<file path="src/rtl/sequential_divider_ctrl.sv">
// Restoring unsigned divider: one shared N+1-bit subtractor, one trial subtraction per cycle,
// wrapped in a START/BUSY/DONE handshake with registered results.

module N_BIT_SUBSTRACTOR #(
  parameter int N = 4
) (
  input  logic [N-1:0] A,
  input  logic [N-1:0] B,
  output logic [N-1:0] DIFF,
  output logic         BORROW_OUT
);
  assign {BORROW_OUT, DIFF} = {1'b0, A} - {1'b0, B};
endmodule

module sequential_divider_ctrl #(
  parameter int N = 4
) (
  input  logic         CLK,
  input  logic         RST_N,
  input  logic         START,
  input  logic [N-1:0] DIVIDEND,
  input  logic [N-1:0] DIVISOR,
  output logic [N-1:0] QUOTIENT,
  output logic [N-1:0] REMAINDER,
  output logic         BUSY,
  output logic         DONE,
  output logic         DIV_BY_ZERO,
  output logic [1:0]   DBG_STATE
);
  // Handshake: START is taken on a rising edge whenever the block is not in CALC.
  // DONE pulses for one cycle with results valid; BUSY covers the N iteration edges.
  localparam int CW = (N > 1) ? $clog2(N) : 1;

  typedef enum logic [1:0] {IDLE = 2'd0, CALC = 2'd1, FINISH = 2'd2} state_t;

  state_t        state_q, state_d;
  logic [CW-1:0] cnt_q, cnt_d;
  logic [N-1:0]  d_q, d_d;
  logic [N-1:0]  q_q, q_d;
  logic [N:0]    r_q, r_d;
  logic [N-1:0]  quot_q, quot_d;
  logic [N-1:0]  rem_q, rem_d;
  logic          busy_q, busy_d;
  logic          done_q, done_d;
  logic          dbz_q, dbz_d;

  logic [N:0]    trial;
  logic [N:0]    diff;
  logic          borrow;
  logic          accept;
  logic          unused_r_msb;

  // The partial remainder stays below the divisor, so its top bit is always zero.
  assign unused_r_msb = r_q[N];
  assign trial        = {r_q[N-1:0], q_q[N-1]};
  assign accept       = START && (state_q != CALC);

  N_BIT_SUBSTRACTOR #(.N(N + 1)) u_sub (
    .A          (trial),
    .B          ({1'b0, d_q}),
    .DIFF       (diff),
    .BORROW_OUT (borrow)
  );

  always_comb begin
    state_d = state_q;
    cnt_d   = cnt_q;
    d_d     = d_q;
    q_d     = q_q;
    r_d     = r_q;
    quot_d  = quot_q;
    rem_d   = rem_q;
    dbz_d   = dbz_q;
    case (state_q)
      CALC: begin
        r_d = borrow ? trial : diff;
        q_d = {q_q[N-2:0], ~borrow};
        if (cnt_q == '0) begin
          state_d = FINISH;
          quot_d  = q_d;
          rem_d   = r_d[N-1:0];
        end else begin
          cnt_d = cnt_q - CW'(1);
        end
      end
      default: begin
        state_d = IDLE;
        if (accept) begin
          if (DIVISOR == '0) begin
            state_d = FINISH;
            quot_d  = '1;
            rem_d   = DIVIDEND;
            dbz_d   = 1'b1;
          end else begin
            state_d = CALC;
            d_d     = DIVISOR;
            q_d     = DIVIDEND;
            r_d     = '0;
            cnt_d   = CW'(N - 1);
            dbz_d   = 1'b0;
          end
        end
      end
    endcase
    busy_d = (state_d == CALC);
    done_d = (state_d == FINISH);
  end

  always_ff @(posedge CLK or negedge RST_N) begin
    if (!RST_N) begin
      state_q <= IDLE;
      cnt_q   <= '0;
      d_q     <= '0;
      q_q     <= '0;
      r_q     <= '0;
      quot_q  <= '0;
      rem_q   <= '0;
      busy_q  <= 1'b0;
      done_q  <= 1'b0;
      dbz_q   <= 1'b0;
    end else begin
      state_q <= state_d;
      cnt_q   <= cnt_d;
      d_q     <= d_d;
      q_q     <= q_d;
      r_q     <= r_d;
      quot_q  <= quot_d;
      rem_q   <= rem_d;
      busy_q  <= busy_d;
      done_q  <= done_d;
      dbz_q   <= dbz_d;
    end
  end

  assign QUOTIENT    = quot_q;
  assign REMAINDER   = rem_q;
  assign BUSY        = busy_q;
  assign DONE        = done_q;
  assign DIV_BY_ZERO = dbz_q;
  assign DBG_STATE   = state_q;
endmodule

</file>
<file path="config.mk">
export PLATFORM = sky130hd
export DESIGN_NAME = sequential_divider_ctrl
export DESIGN_NICKNAME = d
export VERILOG_FILES = /design/src/rtl/sequential_divider_ctrl.sv
export SDC_FILE = /design/constraint.sdc
export NUM_CORES = 1
export LEC_CHECK = 0
export CAP_MARGIN = 5
export CORE_ASPECT_RATIO = 1.5
export CORE_MARGIN = 8
export CORE_UTILIZATION = 55
export DETAILED_ROUTE_END_ITERATION = 12
export PLACE_DENSITY = 0.83
export SYNTH_ARGS = -nofsm -noshare
export SYNTH_HDL_FRONTEND = slang
export SYNTH_HIERARCHICAL = 1
export SYNTH_SLANG_ARGS = --single-unit
</file>
<file path="constraint.sdc">
create_clock -name CLK -period 3.91 [get_ports CLK]
set_input_delay 0.782 -clock CLK [delete_from_list [all_inputs] [get_ports CLK]]
set_output_delay 0.782 -clock CLK [all_outputs]
set_load 0.05 [all_outputs]
</file>
==> impl_results.html <==
<table>
<tr><th>Metric</th><th>Value</th></tr>
<tr><th colspan="2">Timing</th></tr>
<tr><td>Max Clk Rate</td><td>425 MHz</td></tr>
<tr><td>Final Critical Period</td><td>2.35 ns</td></tr>
<tr><td>Final count of pins violating max slew</td><td>0</td></tr>
<tr><td>Ratio of final minimum period to clock period</td><td>60.2%</td></tr>
<tr><td>Unrepaired setup endpoints after global routing</td><td>no</td></tr>
<tr><td>Final worst clock skew</td><td>0.00890 ns</td></tr>
<tr><td>Hold violation total from the final report</td><td>0</td></tr>
<tr><td>Post-Route Setup TNS</td><td>0 ns</td></tr>
<tr><td>Transition time at the pin with the least slew margin</td><td>0.706 ns</td></tr>
<tr><td>Worst slew margin relative to its limit</td><td>53.0%</td></tr>
<tr><td># setup viols final</td><td>0</td></tr>
<tr><th colspan="2">Worst setup path</th></tr>
<tr><td>Cell family with the largest share of critical-path delay</td><td>buffers and inverters</td></tr>
<tr><td>Buffer and inverter count on the worst path</td><td>1</td></tr>
<tr><td>Slowest cell on crit path</td><td>sky130_fd_sc_hd__clkdlybuf4s50_1</td></tr>
<tr><td>Type of destination of the critical path</td><td>primary output</td></tr>
<tr><td>Startpoint of the worst register-to-register path</td><td>r_q[1]$_DFFE_PN0P_</td></tr>
<tr><td>Cell Chain, Critical Path</td><td>clkdlybuf4s50_1</td></tr>
<tr><td>Largest fanout on the critical path</td><td>5</td></tr>
<tr><td>Kind of critical path</td><td>reg -&gt; out</td></tr>
<tr><td>Longest individual stage delay on the worst path</td><td>0.82 ns</td></tr>
<tr><td>Type of element launching the critical path</td><td>flip-flop</td></tr>
<tr><td>Arrival time at the worst endpoint</td><td>1.57 ns</td></tr>
<tr><td>Worst path required time</td><td>3.13 ns</td></tr>
<tr><td>Origin of the worst setup path</td><td>DBG_STATE[0]$_DFF_PN0_</td></tr>
<tr><th colspan="2">Min path</th></tr>
<tr><td>Startpoint of the worst hold path</td><td>d_q[2]$_DFFE_PN0P_</td></tr>
<tr><td>Worst hold path type</td><td>reg -&gt; reg</td></tr>
<tr><th colspan="2">Placed design</th></tr>
<tr><td>Port buffer count</td><td>23</td></tr>
<tr><td>Hpwl dp</td><td>2190 um</td></tr>
<tr><td>Last weighted congestion value of the routability-driven placer</td><td>0.824</td></tr>
<tr><td>Post-placement cell count</td><td>165</td></tr>
<tr><th colspan="2">Drt</th></tr>
<tr><td>Post-detailed-route wirelength per cell</td><td>16.9 um</td></tr>
<tr><td>Vias per Instance</td><td>5.74</td></tr>
<tr><td>Count of nets left with antenna violations after detail routing</td><td>0</td></tr>
<tr><td>Vias after detailed routing</td><td>976</td></tr>
<tr><td>Total routed wirelength</td><td>2880 um</td></tr>
<tr><td>Number of iterations in the first detailed-routing pass</td><td>4</td></tr>
<tr><td>DRC violations left</td><td>0</td></tr>
<tr><td>Initial DRC Count</td><td>29</td></tr>
<tr><th colspan="2">CTS</th></tr>
<tr><td>H-tree level count</td><td>1</td></tr>
<tr><td>Clock Sink Count</td><td>27</td></tr>
<tr><td>Clock tree buffer depth</td><td>2</td></tr>
<tr><td>Number of hold buffers added after cts</td><td>0</td></tr>
<tr><td>Clock tree from TritonCTS</td><td>built</td></tr>
<tr><td>Number of buffers inserted during clock tree synthesis</td><td>3</td></tr>
<tr><td>Clock transition at the registers of the reported paths</td><td>0.14 ns</td></tr>
<tr><td>Clk Tree Root Cell</td><td>sky130_fd_sc_hd__clkbuf_4</td></tr>
<tr><td>Clock latency reported for the late side of the worst-skew pair</td><td>0.32 ns</td></tr>
<tr><td>Post-CTS setup repair buffer count</td><td>0</td></tr>
<tr><td>Number of instances resized during post-cts repair</td><td>0</td></tr>
<tr><th colspan="2">Status</th></tr>
<tr><td>Run status</td><td>finished clean</td></tr>
<tr><th colspan="2">Finish</th></tr>
<tr><td>Number of nets in the layout</td><td>165</td></tr>
<tr><td>Diodes inserted</td><td>0</td></tr>
<tr><td>Non-filler instance count after layout</td><td>170</td></tr>
<tr><td>Area growth from synthesis to final layout</td><td>21.7%</td></tr>
<tr><td>Ratio of cells with drive above 1 in the final layout</td><td>13.7%</td></tr>
<tr><th colspan="2">Global route</th></tr>
<tr><td>Total gr overflow</td><td>0</td></tr>
<tr><td>Number of global-route vias before repair</td><td>1071</td></tr>
<tr><td>Antenna violations before repair</td><td>0</td></tr>
<tr><td>First-pass GRT wire length</td><td>4990 um</td></tr>
<tr><td>Pin count of the biggest net entering global routing</td><td>28</td></tr>
<tr><td>Combined global-route utilization of all metal layers</td><td>13.7%</td></tr>
<tr><th colspan="2">Floorplan</th></tr>
<tr><td>Standard-cell row count</td><td>22</td></tr>
<tr><td>Core Area</td><td>0.00239 mm^2</td></tr>
<tr><td>Starting density of the core</td><td>56.5%</td></tr>
<tr><td>Die X</td><td>56.5 um</td></tr>
<tr><td>Total I/O pin count</td><td>24</td></tr>
<tr><td>Vertical die dimension</td><td>76.8 um</td></tr>
<tr><td>Area of the die</td><td>0.00434 mm^2</td></tr>
<tr><th colspan="2">Yosys</th></tr>
<tr><td>Post-Syn Nets</td><td>140</td></tr>
<tr><td>Count of synthesis-stage warnings from yosys</td><td>6</td></tr>
<tr><td>Average size of a mapped cell</td><td>11.1 um^2</td></tr>
<tr><td>Gate count of the mapped netlist</td><td>122</td></tr>
<tr><td>Combined area of all synthesized cells</td><td>0.00135 mm^2</td></tr>
<tr><th colspan="2">Power</th></tr>
<tr><td>Worst ir drop on vdd</td><td>0.771 mV</td></tr>
<tr><td>Static Leakage</td><td>0.771 nW</td></tr>
<tr><td>Power Density</td><td>933 mW/mm^2</td></tr>
<tr><th colspan="2">Run</th></tr>
<tr><td>Max cap viols</td><td>0</td></tr>
</table>
## path summary, 6_finish.rpt
kind                       depth (start not counted)  slack, ns                        to
max                                                1       1.56              DBG_STATE[0]
min                                                1       0.53        d_q[2]$_DFFE_PN0P_
max reg2reg                                        7       1.68  REMAINDER[3]$_DFFE_PN0P_
min reg2reg                                        1       0.53        d_q[2]$_DFFE_PN0P_
max in group asynchronous                          2       2.62        r_q[1]$_DFFE_PN0P_
min in group asynchronous                          1       0.80      cnt_q[1]$_DFFE_PN0P_
## cell usage in the layout (no fill, tap or decap), drive strengths merged
master / n
or2: 1
xor2: 1
nor2: 10
a22oi: 1
xnor2: 1
a31o: 2
o221a: 4
fa: 1
o21bai: 2
mux2: 4
nor3b: 1
o21ai: 6
o41ai: 1
conb: 1
buf: 2
nand2: 7
nand3: 5
clkbuf: 4
and3b: 1
nor4: 1
clkdlybuf4s50: 23
and2b: 1
a21oi: 5
o22ai: 1
nand2b: 2
dfrtp: 27
ha: 6
a2bb2oi: 4
inv: 11
o21a: 1
mux2i: 9
## where the power goes
| group | switching (W) | leakage (nW) | internal (W) |
|---|---|---|---|
| sequential | 0.0000892 | 0.319 | 0.000411 |
| clock | 0.0000789 | 0.0150 | 0.0000400 |
| combinational | 0.000546 | 0.437 | 0.000372 |
| total | 0.000714 | 0.771 | 0.000823 |
## final cells by class
cell class,instances,area (um^2)
multi-input cells,79,609
inverters,11,41.3
well taps,24,30.0
repair buffers,25,265
clock buffers,4,26.3
flip-flops and latches,27,676
fillers,189,747
## per-stage QoR
step                util (%)  setup WS (ns)  cell area [um^2]  power, W  hold WS, ns
finish                  68.8           1.56              1650   0.00154        0.530
global route            68.8           1.47              1650   0.00166        0.553
CTS                     67.7           1.56              1620   0.00154        0.533
detailed placement      66.6           1.45              1590   0.00142        0.502
global placement        66.6           1.49              1590   0.00137        0.494
floorplan                  -           2.09              1350   0.00116        0.475
## per-layer routing
metal  wire length [um]  GRT usage, %  up-vias
met5                  0             0        -
li1                   -             -      474
met1               1220          16.7      480
met4                 12          4.83        0
met3                 78          1.98        2
met2               1570          23.5       20
## state kept, by name, indices dropped and copies added, names as in the netlist
register,count
r_q,4
DONE,1
REMAINDER,4
cnt_q,2
DBG_STATE,2
d_q,4
q_q,4
QUOTIENT,4
DIV_BY_ZERO,1
BUSY,1
Power figures use the tool's default switching activity.
